===== config.mk =====
export PLATFORM = sky130hd
export DESIGN_NAME = renode_axi_burst_normalizer_flat
export DESIGN_NICKNAME = d
export VERILOG_FILES = /design/src/rtl/renode_axi_burst_normalizer_if.sv /design/src/rtl/renode_axi_burst_normalizer.sv /design/src/flat_wrapper.sv
export SDC_FILE = /design/constraint.sdc
export NUM_CORES = 1
export LEC_CHECK = 0
export BUFFER_PORTS_ARGS = -buffer_cell sky130_fd_sc_hd__buf_2
export CORE_ASPECT_RATIO = 0.8
export CORE_UTILIZATION = 45
export DETAILED_ROUTE_END_ITERATION = 10
export PLACE_DENSITY_LB_ADDON = 0.2
export SLEW_MARGIN = 20
export SYNTH_ARGS = -nofsm -noshare
export SYNTH_HDL_FRONTEND = slang
export SYNTH_SLANG_ARGS = --single-unit

===== constraint.sdc =====
create_clock -name aclk -period 26.7 [get_ports aclk]
set_input_delay 2.67 -clock aclk [delete_from_list [all_inputs] [get_ports aclk]]
set_output_delay 2.67 -clock aclk [all_outputs]
set_load 0.05 [all_outputs]

===== src/rtl/renode_axi_burst_normalizer_if.sv =====
// -----------------------------------------------------------------------------
// renode_axi_if
// AXI4 bundle shared by the DUT manager, the burst normalizer and the Renode
// co-simulation subordinate.
//   aclk, areset_n : carried for the endpoints that need them.
//   aw*/w*/b*      : write address, write data and write response channels.
//   ar*/r*         : read address and read data channels.
// Modports: manager drives requests and write data; subordinate drives readies,
// responses and read data.
// -----------------------------------------------------------------------------
interface renode_axi_if #(
  parameter int AddressWidth       = 32,
  parameter int DataWidth          = 32,
  parameter int TransactionIdWidth = 8
) (
  input logic aclk,
  input logic areset_n
);
  localparam int StrobeWidth = DataWidth / 8;

  logic [TransactionIdWidth-1:0] awid;
  logic [AddressWidth-1:0]       awaddr;
  logic [7:0]                    awlen;
  logic [2:0]                    awsize;
  logic [1:0]                    awburst;
  logic                          awvalid;
  logic                          awready;

  logic [DataWidth-1:0]          wdata;
  logic [StrobeWidth-1:0]        wstrb;
  logic                          wlast;
  logic                          wvalid;
  logic                          wready;

  logic [TransactionIdWidth-1:0] bid;
  logic [1:0]                    bresp;
  logic                          bvalid;
  logic                          bready;

  logic [TransactionIdWidth-1:0] arid;
  logic [AddressWidth-1:0]       araddr;
  logic [7:0]                    arlen;
  logic [2:0]                    arsize;
  logic [1:0]                    arburst;
  logic                          arvalid;
  logic                          arready;

  logic [TransactionIdWidth-1:0] rid;
  logic [DataWidth-1:0]          rdata;
  logic [1:0]                    rresp;
  logic                          rlast;
  logic                          rvalid;
  logic                          rready;

  modport manager (
    input  aclk, areset_n,
    output awid, awaddr, awlen, awsize, awburst, awvalid, input awready,
    output wdata, wstrb, wlast, wvalid, input wready,
    input  bid, bresp, bvalid, output bready,
    output arid, araddr, arlen, arsize, arburst, arvalid, input arready,
    input  rid, rdata, rresp, rlast, rvalid, output rready
  );

  modport subordinate (
    input  aclk, areset_n,
    input  awid, awaddr, awlen, awsize, awburst, awvalid, output awready,
    input  wdata, wstrb, wlast, wvalid, output wready,
    output bid, bresp, bvalid, input bready,
    input  arid, araddr, arlen, arsize, arburst, arvalid, output arready,
    output rid, rdata, rresp, rlast, rvalid, input rready
  );
endinterface


===== src/rtl/renode_axi_burst_normalizer.sv =====
// -----------------------------------------------------------------------------
// renode_axi_burst_normalizer
// Splits every upstream AXI4 burst (FIXED, INCR, WRAP, any length) into a
// series of single-beat INCR transactions downstream and merges the downstream
// responses back into one upstream burst response. Read and write paths are
// independent FSMs, each owning one burst at a time.
//   aclk     : clock, rising edge
//   areset_n : asynchronous active-low reset
//   s_bus    : upstream port (faces the DUT manager)
//   m_bus    : downstream port (faces the Renode AXI subordinate)
// Illegal bursts (reserved type, malformed WRAP) never reach m_bus: reads are
// answered locally with SLVERR beats, writes are drained and answered SLVERR.
// -----------------------------------------------------------------------------
module renode_axi_burst_normalizer #(
  parameter int AddressWidth       = 32,
  parameter int DataWidth          = 32,
  parameter int TransactionIdWidth = 8
) (
  input logic                  aclk,
  input logic                  areset_n,
  renode_axi_if.subordinate    s_bus,
  renode_axi_if.manager        m_bus
);
  localparam logic [1:0] BURST_FIXED = 2'd0;
  localparam logic [1:0] BURST_INCR  = 2'd1;
  localparam logic [1:0] BURST_WRAP  = 2'd2;
  localparam logic [1:0] BURST_RSVD  = 2'd3;
  localparam logic [1:0] RESP_OKAY   = 2'd0;
  localparam logic [1:0] RESP_SLVERR = 2'd2;

  typedef enum logic [1:0] {RD_IDLE, RD_AR, RD_R, RD_ERR} rd_state_e;
  typedef enum logic [2:0] {WR_IDLE, WR_AW, WR_W, WR_B, WR_RESP, WR_DRAIN} wr_state_e;

  function automatic logic burst_invalid(input logic [1:0] burst, input logic [7:0] len,
                                         input logic [AddressWidth-1:0] addr,
                                         input logic [2:0] size);
    logic [AddressWidth-1:0] mask;
    mask = (AddressWidth'(1) << size) - AddressWidth'(1);
    if (burst == BURST_RSVD) return 1'b1;
    if (burst == BURST_WRAP) begin
      if (!(len inside {8'd1, 8'd3, 8'd7, 8'd15})) return 1'b1;
      if ((addr & mask) != '0) return 1'b1;
    end
    return 1'b0;
  endfunction

  // WRAP windows are always a power of two (len+1 in {2,4,8,16}), so the
  // modulo reduces to a mask.
  function automatic logic [AddressWidth-1:0] next_addr(input logic [1:0] burst,
                                                        input logic [7:0] len,
                                                        input logic [2:0] size,
                                                        input logic [AddressWidth-1:0] start,
                                                        input logic [AddressWidth-1:0] cur);
    logic [AddressWidth-1:0] bytes;
    logic [AddressWidth-1:0] window;
    logic [AddressWidth-1:0] base;
    logic [AddressWidth-1:0] nxt;
    bytes  = AddressWidth'(1) << size;
    window = bytes * (AddressWidth'(len) + AddressWidth'(1));
    base   = start & ~(window - AddressWidth'(1));
    case (burst)
      BURST_INCR: nxt = (cur & ~(bytes - AddressWidth'(1))) + bytes;
      BURST_WRAP: nxt = base + ((cur + bytes - base) & (window - AddressWidth'(1)));
      default:    nxt = cur;
    endcase
    return nxt;
  endfunction

  // Response codes are numerically ordered OKAY<EXOKAY<SLVERR<DECERR.
  function automatic logic [1:0] resp_merge(input logic [1:0] a, input logic [1:0] b);
    return (b > a) ? b : a;
  endfunction

  // ---------------------------------------------------------------------------
  // Read path
  // ---------------------------------------------------------------------------
  rd_state_e                     rd_state_q, rd_state_d;
  logic [TransactionIdWidth-1:0] rd_id_q, rd_id_d;
  logic [AddressWidth-1:0]       rd_start_q, rd_start_d;
  logic [AddressWidth-1:0]       rd_addr_q, rd_addr_d;
  logic [2:0]                    rd_size_q, rd_size_d;
  logic [7:0]                    rd_len_q, rd_len_d;
  logic [1:0]                    rd_burst_q, rd_burst_d;
  logic [7:0]                    rd_beat_q, rd_beat_d;
  logic                          rd_last;

  assign rd_last = (rd_beat_q == rd_len_q);

  always_ff @(posedge aclk or negedge areset_n) begin
    if (!areset_n) begin
      rd_state_q <= RD_IDLE;
      rd_id_q    <= '0;
      rd_start_q <= '0;
      rd_addr_q  <= '0;
      rd_size_q  <= '0;
      rd_len_q   <= '0;
      rd_burst_q <= '0;
      rd_beat_q  <= '0;
    end else begin
      rd_state_q <= rd_state_d;
      rd_id_q    <= rd_id_d;
      rd_start_q <= rd_start_d;
      rd_addr_q  <= rd_addr_d;
      rd_size_q  <= rd_size_d;
      rd_len_q   <= rd_len_d;
      rd_burst_q <= rd_burst_d;
      rd_beat_q  <= rd_beat_d;
    end
  end

  always_comb begin
    rd_state_d = rd_state_q;
    rd_id_d    = rd_id_q;
    rd_start_d = rd_start_q;
    rd_addr_d  = rd_addr_q;
    rd_size_d  = rd_size_q;
    rd_len_d   = rd_len_q;
    rd_burst_d = rd_burst_q;
    rd_beat_d  = rd_beat_q;
    case (rd_state_q)
      RD_IDLE: begin
        if (s_bus.arvalid) begin
          rd_id_d    = s_bus.arid;
          rd_start_d = s_bus.araddr;
          rd_addr_d  = s_bus.araddr;
          rd_size_d  = s_bus.arsize;
          rd_len_d   = s_bus.arlen;
          rd_burst_d = s_bus.arburst;
          rd_beat_d  = '0;
          rd_state_d = burst_invalid(s_bus.arburst, s_bus.arlen, s_bus.araddr, s_bus.arsize)
                       ? RD_ERR : RD_AR;
        end
      end
      RD_AR: begin
        if (m_bus.arready) rd_state_d = RD_R;
      end
      RD_R: begin
        if (m_bus.rvalid && s_bus.rready) begin
          if (rd_last) begin
            rd_state_d = RD_IDLE;
          end else begin
            rd_beat_d  = rd_beat_q + 8'd1;
            rd_addr_d  = next_addr(rd_burst_q, rd_len_q, rd_size_q, rd_start_q, rd_addr_q);
            rd_state_d = RD_AR;
          end
        end
      end
      RD_ERR: begin
        if (s_bus.rready) begin
          if (rd_last) rd_state_d = RD_IDLE;
          else         rd_beat_d  = rd_beat_q + 8'd1;
        end
      end
      default: rd_state_d = RD_IDLE;
    endcase
  end

  always_comb begin
    s_bus.arready = (rd_state_q == RD_IDLE);
    m_bus.arvalid = (rd_state_q == RD_AR);
    m_bus.araddr  = rd_addr_q;
    m_bus.arid    = rd_id_q;
    m_bus.arlen   = 8'd0;
    m_bus.arsize  = rd_size_q;
    m_bus.arburst = BURST_INCR;
    s_bus.rid     = rd_id_q;
    s_bus.rvalid  = 1'b0;
    s_bus.rdata   = '0;
    s_bus.rresp   = RESP_OKAY;
    s_bus.rlast   = 1'b0;
    m_bus.rready  = 1'b0;
    case (rd_state_q)
      RD_R: begin
        s_bus.rvalid = m_bus.rvalid;
        s_bus.rdata  = m_bus.rdata;
        s_bus.rresp  = m_bus.rresp;
        s_bus.rlast  = rd_last;
        m_bus.rready = s_bus.rready;
      end
      RD_ERR: begin
        s_bus.rvalid = 1'b1;
        s_bus.rresp  = RESP_SLVERR;
        s_bus.rlast  = rd_last;
      end
      default: ;
    endcase
  end

  // ---------------------------------------------------------------------------
  // Write path
  // ---------------------------------------------------------------------------
  wr_state_e                     wr_state_q, wr_state_d;
  logic [TransactionIdWidth-1:0] wr_id_q, wr_id_d;
  logic [AddressWidth-1:0]       wr_start_q, wr_start_d;
  logic [AddressWidth-1:0]       wr_addr_q, wr_addr_d;
  logic [2:0]                    wr_size_q, wr_size_d;
  logic [7:0]                    wr_len_q, wr_len_d;
  logic [1:0]                    wr_burst_q, wr_burst_d;
  logic [7:0]                    wr_beat_q, wr_beat_d;
  logic [1:0]                    wr_resp_q, wr_resp_d;
  logic                          wr_last;

  assign wr_last = (wr_beat_q == wr_len_q);

  always_ff @(posedge aclk or negedge areset_n) begin
    if (!areset_n) begin
      wr_state_q <= WR_IDLE;
      wr_id_q    <= '0;
      wr_start_q <= '0;
      wr_addr_q  <= '0;
      wr_size_q  <= '0;
      wr_len_q   <= '0;
      wr_burst_q <= '0;
      wr_beat_q  <= '0;
      wr_resp_q  <= RESP_OKAY;
    end else begin
      wr_state_q <= wr_state_d;
      wr_id_q    <= wr_id_d;
      wr_start_q <= wr_start_d;
      wr_addr_q  <= wr_addr_d;
      wr_size_q  <= wr_size_d;
      wr_len_q   <= wr_len_d;
      wr_burst_q <= wr_burst_d;
      wr_beat_q  <= wr_beat_d;
      wr_resp_q  <= wr_resp_d;
    end
  end

  always_comb begin
    wr_state_d = wr_state_q;
    wr_id_d    = wr_id_q;
    wr_start_d = wr_start_q;
    wr_addr_d  = wr_addr_q;
    wr_size_d  = wr_size_q;
    wr_len_d   = wr_len_q;
    wr_burst_d = wr_burst_q;
    wr_beat_d  = wr_beat_q;
    wr_resp_d  = wr_resp_q;
    case (wr_state_q)
      WR_IDLE: begin
        if (s_bus.awvalid) begin
          wr_id_d    = s_bus.awid;
          wr_start_d = s_bus.awaddr;
          wr_addr_d  = s_bus.awaddr;
          wr_size_d  = s_bus.awsize;
          wr_len_d   = s_bus.awlen;
          wr_burst_d = s_bus.awburst;
          wr_beat_d  = '0;
          wr_resp_d  = RESP_OKAY;
          wr_state_d = burst_invalid(s_bus.awburst, s_bus.awlen, s_bus.awaddr, s_bus.awsize)
                       ? WR_DRAIN : WR_AW;
        end
      end
      WR_AW: begin
        if (m_bus.awready) wr_state_d = WR_W;
      end
      WR_W: begin
        if (s_bus.wvalid && m_bus.wready) begin
          // A misplaced wlast is a protocol error by the manager; keep any
          // worse response already collected.
          if (s_bus.wlast != wr_last) wr_resp_d = resp_merge(wr_resp_q, RESP_SLVERR);
          wr_state_d = WR_B;
        end
      end
      WR_B: begin
        if (m_bus.bvalid) begin
          wr_resp_d = resp_merge(wr_resp_q, m_bus.bresp);
          if (wr_last) begin
            wr_state_d = WR_RESP;
          end else begin
            wr_beat_d  = wr_beat_q + 8'd1;
            wr_addr_d  = next_addr(wr_burst_q, wr_len_q, wr_size_q, wr_start_q, wr_addr_q);
            wr_state_d = WR_AW;
          end
        end
      end
      WR_RESP: begin
        if (s_bus.bready) wr_state_d = WR_IDLE;
      end
      WR_DRAIN: begin
        if (s_bus.wvalid) begin
          if (wr_last) begin
            wr_resp_d  = RESP_SLVERR;
            wr_state_d = WR_RESP;
          end else begin
            wr_beat_d  = wr_beat_q + 8'd1;
          end
        end
      end
      default: wr_state_d = WR_IDLE;
    endcase
  end

  always_comb begin
    s_bus.awready = (wr_state_q == WR_IDLE);
    m_bus.awvalid = (wr_state_q == WR_AW);
    m_bus.awaddr  = wr_addr_q;
    m_bus.awid    = wr_id_q;
    m_bus.awlen   = 8'd0;
    m_bus.awsize  = wr_size_q;
    m_bus.awburst = BURST_INCR;
    s_bus.wready  = 1'b0;
    m_bus.wvalid  = 1'b0;
    m_bus.wdata   = '0;
    m_bus.wstrb   = '0;
    m_bus.wlast   = 1'b0;
    m_bus.bready  = (wr_state_q == WR_B);
    s_bus.bvalid  = (wr_state_q == WR_RESP);
    s_bus.bid     = wr_id_q;
    s_bus.bresp   = (wr_state_q == WR_RESP) ? wr_resp_q : RESP_OKAY;
    case (wr_state_q)
      WR_W: begin
        s_bus.wready = m_bus.wready;
        m_bus.wvalid = s_bus.wvalid;
        m_bus.wdata  = s_bus.wdata;
        m_bus.wstrb  = s_bus.wstrb;
        m_bus.wlast  = 1'b1;
      end
      WR_DRAIN: s_bus.wready = 1'b1;
      default: ;
    endcase
  end

  // Downstream IDs and rlast carry nothing the normalizer needs: IDs are
  // regenerated from the latched upstream ID and every downstream read is
  // a single beat.
  logic unused_inputs;
  assign unused_inputs = ^{m_bus.bid, m_bus.rid, m_bus.rlast, BURST_FIXED};
endmodule


===== src/flat_wrapper.sv =====
// flat-port wrapper written by rule: the top's interface ports become plain ports
module renode_axi_burst_normalizer_flat 
#(
  parameter int AddressWidth       = 32,
  parameter int DataWidth          = 32,
  parameter int TransactionIdWidth = 8
)
  (aclk, areset_n, s_bus_awid, s_bus_awaddr, s_bus_awlen, s_bus_awsize, s_bus_awburst, s_bus_awvalid, s_bus_awready, s_bus_wdata, s_bus_wstrb, s_bus_wlast, s_bus_wvalid, s_bus_wready, s_bus_bid, s_bus_bresp, s_bus_bvalid, s_bus_bready, s_bus_arid, s_bus_araddr, s_bus_arlen, s_bus_arsize, s_bus_arburst, s_bus_arvalid, s_bus_arready, s_bus_rid, s_bus_rdata, s_bus_rresp, s_bus_rlast, s_bus_rvalid, s_bus_rready, m_bus_awid, m_bus_awaddr, m_bus_awlen, m_bus_awsize, m_bus_awburst, m_bus_awvalid, m_bus_awready, m_bus_wdata, m_bus_wstrb, m_bus_wlast, m_bus_wvalid, m_bus_wready, m_bus_bid, m_bus_bresp, m_bus_bvalid, m_bus_bready, m_bus_arid, m_bus_araddr, m_bus_arlen, m_bus_arsize, m_bus_arburst, m_bus_arvalid, m_bus_arready, m_bus_rid, m_bus_rdata, m_bus_rresp, m_bus_rlast, m_bus_rvalid, m_bus_rready);
  renode_axi_if #(.AddressWidth(AddressWidth), .DataWidth(DataWidth), .TransactionIdWidth(TransactionIdWidth)) s_bus_i (.aclk(aclk), .areset_n(areset_n));
  renode_axi_if #(.AddressWidth(AddressWidth), .DataWidth(DataWidth), .TransactionIdWidth(TransactionIdWidth)) m_bus_i (.aclk(aclk), .areset_n(areset_n));
  input logic aclk;
  input logic areset_n;
  input wire logic [$bits(s_bus_i.awid)-1:0] s_bus_awid;
  input wire logic [$bits(s_bus_i.awaddr)-1:0] s_bus_awaddr;
  input wire logic [$bits(s_bus_i.awlen)-1:0] s_bus_awlen;
  input wire logic [$bits(s_bus_i.awsize)-1:0] s_bus_awsize;
  input wire logic [$bits(s_bus_i.awburst)-1:0] s_bus_awburst;
  input wire logic [$bits(s_bus_i.awvalid)-1:0] s_bus_awvalid;
  output wire logic [$bits(s_bus_i.awready)-1:0] s_bus_awready;
  input wire logic [$bits(s_bus_i.wdata)-1:0] s_bus_wdata;
  input wire logic [$bits(s_bus_i.wstrb)-1:0] s_bus_wstrb;
  input wire logic [$bits(s_bus_i.wlast)-1:0] s_bus_wlast;
  input wire logic [$bits(s_bus_i.wvalid)-1:0] s_bus_wvalid;
  output wire logic [$bits(s_bus_i.wready)-1:0] s_bus_wready;
  output wire logic [$bits(s_bus_i.bid)-1:0] s_bus_bid;
  output wire logic [$bits(s_bus_i.bresp)-1:0] s_bus_bresp;
  output wire logic [$bits(s_bus_i.bvalid)-1:0] s_bus_bvalid;
  input wire logic [$bits(s_bus_i.bready)-1:0] s_bus_bready;
  input wire logic [$bits(s_bus_i.arid)-1:0] s_bus_arid;
  input wire logic [$bits(s_bus_i.araddr)-1:0] s_bus_araddr;
  input wire logic [$bits(s_bus_i.arlen)-1:0] s_bus_arlen;
  input wire logic [$bits(s_bus_i.arsize)-1:0] s_bus_arsize;
  input wire logic [$bits(s_bus_i.arburst)-1:0] s_bus_arburst;
  input wire logic [$bits(s_bus_i.arvalid)-1:0] s_bus_arvalid;
  output wire logic [$bits(s_bus_i.arready)-1:0] s_bus_arready;
  output wire logic [$bits(s_bus_i.rid)-1:0] s_bus_rid;
  output wire logic [$bits(s_bus_i.rdata)-1:0] s_bus_rdata;
  output wire logic [$bits(s_bus_i.rresp)-1:0] s_bus_rresp;
  output wire logic [$bits(s_bus_i.rlast)-1:0] s_bus_rlast;
  output wire logic [$bits(s_bus_i.rvalid)-1:0] s_bus_rvalid;
  input wire logic [$bits(s_bus_i.rready)-1:0] s_bus_rready;
  output wire logic [$bits(m_bus_i.awid)-1:0] m_bus_awid;
  output wire logic [$bits(m_bus_i.awaddr)-1:0] m_bus_awaddr;
  output wire logic [$bits(m_bus_i.awlen)-1:0] m_bus_awlen;
  output wire logic [$bits(m_bus_i.awsize)-1:0] m_bus_awsize;
  output wire logic [$bits(m_bus_i.awburst)-1:0] m_bus_awburst;
  output wire logic [$bits(m_bus_i.awvalid)-1:0] m_bus_awvalid;
  input wire logic [$bits(m_bus_i.awready)-1:0] m_bus_awready;
  output wire logic [$bits(m_bus_i.wdata)-1:0] m_bus_wdata;
  output wire logic [$bits(m_bus_i.wstrb)-1:0] m_bus_wstrb;
  output wire logic [$bits(m_bus_i.wlast)-1:0] m_bus_wlast;
  output wire logic [$bits(m_bus_i.wvalid)-1:0] m_bus_wvalid;
  input wire logic [$bits(m_bus_i.wready)-1:0] m_bus_wready;
  input wire logic [$bits(m_bus_i.bid)-1:0] m_bus_bid;
  input wire logic [$bits(m_bus_i.bresp)-1:0] m_bus_bresp;
  input wire logic [$bits(m_bus_i.bvalid)-1:0] m_bus_bvalid;
  output wire logic [$bits(m_bus_i.bready)-1:0] m_bus_bready;
  output wire logic [$bits(m_bus_i.arid)-1:0] m_bus_arid;
  output wire logic [$bits(m_bus_i.araddr)-1:0] m_bus_araddr;
  output wire logic [$bits(m_bus_i.arlen)-1:0] m_bus_arlen;
  output wire logic [$bits(m_bus_i.arsize)-1:0] m_bus_arsize;
  output wire logic [$bits(m_bus_i.arburst)-1:0] m_bus_arburst;
  output wire logic [$bits(m_bus_i.arvalid)-1:0] m_bus_arvalid;
  input wire logic [$bits(m_bus_i.arready)-1:0] m_bus_arready;
  input wire logic [$bits(m_bus_i.rid)-1:0] m_bus_rid;
  input wire logic [$bits(m_bus_i.rdata)-1:0] m_bus_rdata;
  input wire logic [$bits(m_bus_i.rresp)-1:0] m_bus_rresp;
  input wire logic [$bits(m_bus_i.rlast)-1:0] m_bus_rlast;
  input wire logic [$bits(m_bus_i.rvalid)-1:0] m_bus_rvalid;
  output wire logic [$bits(m_bus_i.rready)-1:0] m_bus_rready;
  assign s_bus_i.awid = s_bus_awid;
  assign s_bus_i.awaddr = s_bus_awaddr;
  assign s_bus_i.awlen = s_bus_awlen;
  assign s_bus_i.awsize = s_bus_awsize;
  assign s_bus_i.awburst = s_bus_awburst;
  assign s_bus_i.awvalid = s_bus_awvalid;
  assign s_bus_awready = s_bus_i.awready;
  assign s_bus_i.wdata = s_bus_wdata;
  assign s_bus_i.wstrb = s_bus_wstrb;
  assign s_bus_i.wlast = s_bus_wlast;
  assign s_bus_i.wvalid = s_bus_wvalid;
  assign s_bus_wready = s_bus_i.wready;
  assign s_bus_bid = s_bus_i.bid;
  assign s_bus_bresp = s_bus_i.bresp;
  assign s_bus_bvalid = s_bus_i.bvalid;
  assign s_bus_i.bready = s_bus_bready;
  assign s_bus_i.arid = s_bus_arid;
  assign s_bus_i.araddr = s_bus_araddr;
  assign s_bus_i.arlen = s_bus_arlen;
  assign s_bus_i.arsize = s_bus_arsize;
  assign s_bus_i.arburst = s_bus_arburst;
  assign s_bus_i.arvalid = s_bus_arvalid;
  assign s_bus_arready = s_bus_i.arready;
  assign s_bus_rid = s_bus_i.rid;
  assign s_bus_rdata = s_bus_i.rdata;
  assign s_bus_rresp = s_bus_i.rresp;
  assign s_bus_rlast = s_bus_i.rlast;
  assign s_bus_rvalid = s_bus_i.rvalid;
  assign s_bus_i.rready = s_bus_rready;
  assign m_bus_awid = m_bus_i.awid;
  assign m_bus_awaddr = m_bus_i.awaddr;
  assign m_bus_awlen = m_bus_i.awlen;
  assign m_bus_awsize = m_bus_i.awsize;
  assign m_bus_awburst = m_bus_i.awburst;
  assign m_bus_awvalid = m_bus_i.awvalid;
  assign m_bus_i.awready = m_bus_awready;
  assign m_bus_wdata = m_bus_i.wdata;
  assign m_bus_wstrb = m_bus_i.wstrb;
  assign m_bus_wlast = m_bus_i.wlast;
  assign m_bus_wvalid = m_bus_i.wvalid;
  assign m_bus_i.wready = m_bus_wready;
  assign m_bus_i.bid = m_bus_bid;
  assign m_bus_i.bresp = m_bus_bresp;
  assign m_bus_i.bvalid = m_bus_bvalid;
  assign m_bus_bready = m_bus_i.bready;
  assign m_bus_arid = m_bus_i.arid;
  assign m_bus_araddr = m_bus_i.araddr;
  assign m_bus_arlen = m_bus_i.arlen;
  assign m_bus_arsize = m_bus_i.arsize;
  assign m_bus_arburst = m_bus_i.arburst;
  assign m_bus_arvalid = m_bus_i.arvalid;
  assign m_bus_i.arready = m_bus_arready;
  assign m_bus_i.rid = m_bus_rid;
  assign m_bus_i.rdata = m_bus_rdata;
  assign m_bus_i.rresp = m_bus_rresp;
  assign m_bus_i.rlast = m_bus_rlast;
  assign m_bus_i.rvalid = m_bus_rvalid;
  assign m_bus_rready = m_bus_i.rready;
  renode_axi_burst_normalizer #(.AddressWidth(AddressWidth), .DataWidth(DataWidth), .TransactionIdWidth(TransactionIdWidth)) u_core (.aclk(aclk), .areset_n(areset_n), .s_bus(s_bus_i), .m_bus(m_bus_i));
endmodule

==> results.sh, run 1 <==
export IMPL_outcome="completed"
export IMPL_clk_latency_ns=0.51
export IMPL_grt_overflow=0
export IMPL_antenna_cells=0
export IMPL_dpl_worst_slack_ns=14.96
export IMPL_utilization_pct=51.11
export IMPL_num_fill_cells=5497
export IMPL_timing_final_crit_share_pct=44.22
export IMPL_hold_buffers=0
export IMPL_drt_iter0_drc=1802
export IMPL_cts_resized=0
export IMPL_synth_warnings=0
export IMPL_critPathLaunch="u_core.m_bus.awsize[1]"
export IMPL_r2r_end="u_core.m_bus.awaddr[31]"
export IMPL_core_area_um2=55490
export IMPL_ios=414
export IMPL_start_util_pct=45.69
export IMPL_cts_path_max_buffers=2
export IMPL_synthFlopType="dfrtp_1"
export IMPL_crit_path_end="u_core.m_bus.awaddr[31]"
export IMPL_synth_compound_area_share_pct=18.04
export IMPL_hp_class="reg -> reg"
export IMPL_setup_violations=0
export IMPL_ys_seq_area_share_pct=19.05
export IMPL_wire_per_inst_um=17.65
export IMPL_synth_edf_count=0
export IMPL_synthTopCellsByCount="nand2_1 (568), ha_1 (312), inv_1 (269)"
export IMPL_crit_slowest_cell="dfrtp_1"
export IMPL_max_stage_delay_ns=0.77
export IMPL_synth_xor_area_share_pct=7.807
export IMPL_path_class="reg -> reg"
export IMPL_r2r_start="u_core.m_bus.awsize[1]"
export IMPL_cts_made_buffers=17
export IMPL_synth_most_common_cell="nand2_1"
export IMPL_relSlewSlack_pct=19.71
export IMPL_nets=4197
export IMPL_synth_largest_area_cell="dfrtp_1"
export IMPL_die_h_um=214.3
export IMPL_wl_um=76410
export IMPL_antenna_left=0
export IMPL_cts_root_buffer="clkbuf_16"
export IMPL_maxCapViolations=0
export IMPL_drive_gt1_share_pct=13.02
export IMPL_synthMuxAreaShare_pct=0.6958
export IMPL_cts_sinks=193
export IMPL_drcViolationCount=0
export IMPL_die_area_um2=57300
export IMPL_first_pass_iters=6
export IMPL_synthArstFlopShare_pct=100.0
export IMPL_port_buffers=376
export IMPL_synth_cell_area_um2=25350
export IMPL_fmax_mhz=84.69
export IMPL_vias=23800
export IMPL_rr_worst_depth=43
export IMPL_cts_htree_levels=4
export IMPL_die_x_um=267.4
export IMPL_finalClockSkew_ns=0.01938
export IMPL_gp_congestion=0.9273
export IMPL_reg2reg_slack_ns=14.89
export IMPL_crit_fanout=22
export IMPL_synth_avg_cell_area_um2=7.730
export IMPL_post_route_min_period_ns=11.81
export IMPL_grt_pass1_vias=22380
export IMPL_dp_hpwl_um=60550
export IMPL_hold_viol=0
export IMPL_clk_pin_slew_ns=0.08
export IMPL_grt_usage_pct=27.02
export IMPL_rsz0062_at_grt="false"
export IMPL_tightest_slew_ns=1.192
export IMPL_post_cts_buffers=0
export IMPL_synth_top_cells_by_area="dfrtp_1 (19%), ha_1 (15%), fa_1 (8.7%), nand2_1 (8.4%), xnor2_1 (5.0%)"
export IMPL_postSynthCellCount=3280
export IMPL_tns_ns=0
export IMPL_antenna_found_initial=0
export IMPL_syn2layout_area_growth_pct=11.86
export IMPL_maxSlewViolCount=0
export IMPL_fin_hold_ws_ns=0.4666
export IMPL_setup_ws_ns=14.89
export IMPL_synth_seq_cells=193
export IMPL_multi_input_area_um2=18920
export IMPL_required_ns=27.08
export IMPL_cts_tree="yes"
export IMPL_critPathArrivalTime_ns=12.19
export IMPL_yosys_area_share_simple_pct=23.53
export IMPL_rows=77
export IMPL_synth_top_area_share_pct=19.05
export IMPL_regArea_um2=4830
export IMPL_crit_path_start_kind="flop"
export IMPL_grt_start_max_net_pins=80
export IMPL_synth_adder_area_share_pct=24.08
export IMPL_ys_types=82
export IMPL_end_kind="flop"
export IMPL_synth_top_family_by_area="adder cells"
export IMPL_grt_pass1_wl_um=122900
export IMPL_viasPerCell=5.497
==> kinds of logic after synthesis <==
family,after synthesis
AND/OR/NAND/NOR,1295
AO/OA/AOI/OAI,705
adder cells (fa/ha/maj),422
buffers and inverters,420
XOR/XNOR,226
flip-flops,193
multiplexers,17
other,2
==> per-layer routing <==
| layer | track usage [%] | part of all wire, % |
|---|---|---|
| met1 | 40.93 | 50 |
| met2 | 40.10 | 42 |
| met3 | 4.237 | 6.6 |
| met4 | 5.441 | 1.2 |
| met5 | 0 | 0 |
==> how the worst min path moves through the flow <==
stage	cells after the start	endpoint	from
6_report	2	u_core.wr_start_q[0]	u_core.wr_start_q[0]
2_1_floorplan	2	u_core.rd_start_q[0]	u_core.rd_start_q[0]
4_1_cts	2	u_core.wr_start_q[0]	u_core.wr_start_q[0]
3_5_place_dp	2	u_core.wr_start_q[0]	u_core.wr_start_q[0]
5_1_grt	2	u_core.rd_start_q[13]	u_core.rd_start_q[13]
3_3_place_gp	2	u_core.wr_start_q[0]	u_core.wr_start_q[0]
==> sequential cells by signal (all words and copies together), names as in the netlist, 3 cells and up <==
signal,count
u_core.rd_beat_q,8
u_core.m_bus.araddr,32
u_core.wr_len_q,8
u_core.rd_start_q,32
u_core.m_bus.awaddr,32
u_core.wr_start_q,32
u_core.m_bus.awid,8
u_core.rd_len_q,8
u_core.wr_beat_q,8
u_core.wr_state_q,3
u_core.m_bus.arid,8
u_core.m_bus.awsize,3
u_core.m_bus.arsize,3
==> cell type report <==
type,count,area share (%)
Clock buffer,21,1.659
Clock inverter,11,0.4897
Inverter,276,3.653
Multi-Input combinational cell,2685,66.71
Sequential cell,193,17.03
Tap cell,750,3.309
Timing Repair Buffer,394,7.147
==> through the flow <==
step / std cells / instance area [µm²]
2_1_floorplan: 3298 / 25420
3_3_place_gp: 4298 / 27750
3_5_place_dp: 4298 / 27750
4_1_cts: 4330 / 28360
5_1_grt: 4330 / 28360
6_report: 4330 / 28360
==> worst max-delay path, delay by kind of cell, from the launching register on <==
| family | cells | cell delay (ns) |
|---|---|---|
| adders and majority gates | 9 | 3.59 |
| xor gates and xnor gates | 2 | 0.45 |
| muxes | 1 | 0.19 |
| buffers and inverters | 5 | 0.23 |
| and+or+nand+nor | 8 | 2.27 |
| AOI/OAI and AO/OA | 18 | 4.17 |
| DFF | 1 | 0.77 |
==> cells in the final DEF, fill, tap and decap left out, types with 41 or more instances in the layout <==
master and n:
buf_2 375, nand2b_1 60, xnor2_1 146, o21ai_1 55
fa_1 110, nand2_1 565, and2_1 121, nand3_1 68
ha_1 310, a211oi_1 41, o21ai_0 86, a21o_1 77
dfrtp_1 193, nor2_1 257, and3_1 45, inv_1 269
a21oi_1 199, nor2b_1 41, xor2_1 80
Power of run 1 is not shown: default switching activity piles up to over one toggle a cycle in this logic, so the estimate is an artifact.
==> run 2, diff against run 1 <==
==> constraint.sdc (replaced) <==
create_clock -name aclk -period 9.7 [get_ports aclk]
set_input_delay 0.97 -clock aclk [delete_from_list [all_inputs] [get_ports aclk]]
set_output_delay 0.97 -clock aclk [all_outputs]
set_load 0.05 [all_outputs]
==> results.sh, run 2 (synthesized netlist as in run 1, its figures left out) <==
export IMPL_outcome="completed"
export IMPL_maxCapViolations=0
export IMPL_first_pass_iters=6
export IMPL_fmax_mhz=105.7
export IMPL_critPathArrivalTime_ns=9.86
export IMPL_required_ns=10.11
export IMPL_path_class="reg -> reg"
export IMPL_drcViolationCount=0
export IMPL_final_common_cell="nand2_1"
export IMPL_antenna_cells=0
export IMPL_clk_pin_slew_ns=0.09
export IMPL_crit_slowest_cell="or4_4"
export IMPL_antenna_left=0
export IMPL_antenna_found_initial=0
export IMPL_crit_fanout=5
export IMPL_met1_usage_pct=40.85
export IMPL_dp_hpwl_um=64670
export IMPL_top_usage_layer="met2"
export IMPL_dpl_worst_slack_ns=-0.2547
export IMPL_critPathLaunch="u_core.wr_len_q[1]"
export IMPL_drive_gt1_share_pct=25.04
export IMPL_crit_path_frequent_cell="buf_4"
export IMPL_rsz0062_at_grt="true"
export IMPL_final_cell_mix="nand2_1 (552), buf_2 (375), buf_4 (326), ha_1 (279), inv_1 (258)"
export IMPL_hp_class="in -> async"
export IMPL_drt_iter0_drc=1776
export IMPL_core_area_um2=55490
export IMPL_max_stage_delay_ns=0.58
export IMPL_clk_latency_ns=0.52
export IMPL_die_h_um=214.3
export IMPL_grt_start_max_net_pins=72
export IMPL_port_buffers=376
export IMPL_grt_usage_pct=28.02
export IMPL_r2r_start="u_core.wr_len_q[1]"
export IMPL_post_route_min_period_ns=9.457
export IMPL_cts_htree_levels=4
export IMPL_hold_buffers=0
export IMPL_cts_made_buffers=17
export IMPL_grt_pass1_wl_um=127000
export IMPL_end_kind="flop"
export IMPL_wl_um=80930
export IMPL_cts_sinks=193
export IMPL_syn2layout_area_growth_pct=26.17
export IMPL_cts_root_buffer="clkbuf_16"
export IMPL_timing_final_crit_share_pct=97.49
export IMPL_rows=77
export IMPL_ios=414
export IMPL_maxSlewViolCount=0
export IMPL_met3_usage_pct=5.834
export IMPL_crit_path_start_kind="flop"
export IMPL_start_util_pct=45.69
export IMPL_die_x_um=267.4
export IMPL_fin_hold_ws_ns=0.4355
export IMPL_die_area_um2=57300
export IMPL_cts_path_max_buffers=2
export IMPL_globalRouteMet2Util_pct=41.97
export IMPL_grt_overflow=0
export IMPL_cts_tree="yes"
export IMPL_finalClockSkew_ns=0.01875
export IMPL_setup_violations=0
export IMPL_nets=4515
export IMPL_gp_congestion=0.9657
export IMPL_setup_ws_ns=0.2433
export IMPL_vias=25170
export IMPL_grt_pass1_vias=23370
export IMPL_hold_viol=0
export IMPL_relSlewSlack_pct=32.95
export IMPL_viasPerCell=5.416
export IMPL_wire_per_inst_um=17.41
export IMPL_tightest_slew_ns=0.9804
## run 2: layer usage
layer  wire [µm]  up-vias  part of all wire [%]
met5           0        -                     0
met1       38190    11910                    47
met3        6196       61                   7.7
met4        1363        0                   1.7
li1            -    12360                     -
met2       35180      847                    43
## run 2: what timing repair did
item                       4_1_cts  5_1_grt
setup buffers                    5       27
pin swaps                        9      112
resized for setup               27      196
setup endpoints to repair        8       24
## run 2: area by class of cell
class	instances	area, µm²
Timing Repair Buffer	712	4452
Clock buffer	19	432.9
Sequential cell	193	4840
Fill cell	5243	23510
Clock inverter	13	138.9
Multi-Input combinational cell	2685	20150
Tap cell	750	938.4
Inverter	276	1036
## run 2: stage by stage
stage	cell area [µm²]	util [%]	instances	TNS [ns]
after global placement	29930	53.93	4585	-0.3737
after detailed placement	29930	53.93	4585	-0.7379
after global routing	31990	57.64	4648	-1.260
after floorplan	25450	-	3298	-0.02747
final	31990	57.64	4648	0
after CTS	30680	55.29	4622	-0.01234
## run 2: final timing paths
path,to,slack [ns],depth (start not counted)
worst max-delay path,u_core.m_bus.awaddr[31],0.24,43
worst max register to register,u_core.m_bus.awaddr[31],0.24,43
worst min register to register,u_core.rd_start_q[25],0.48,2
max in group asynchronous,u_core.m_bus.arsize[1],7.86,2
min in group aclk,u_core.rd_start_q[25],0.48,2
worst min-delay path,u_core.m_bus.awaddr[17],0.44,1
## run 2: worst max-delay path: cells and delay by family, from the launching register on
kind	cells	cell delay, ns
buffers and inverters	8	0.96
flip-flops	1	0.39
AND/OR/NAND/NOR	9	1.94
AO/OA/AOI/OAI	13	2.03
adder cells (fa/ha/maj)	10	3.51
multiplexers	1	0.17
XOR/XNOR	2	0.33
Power of run 2 is left out for the same reason.
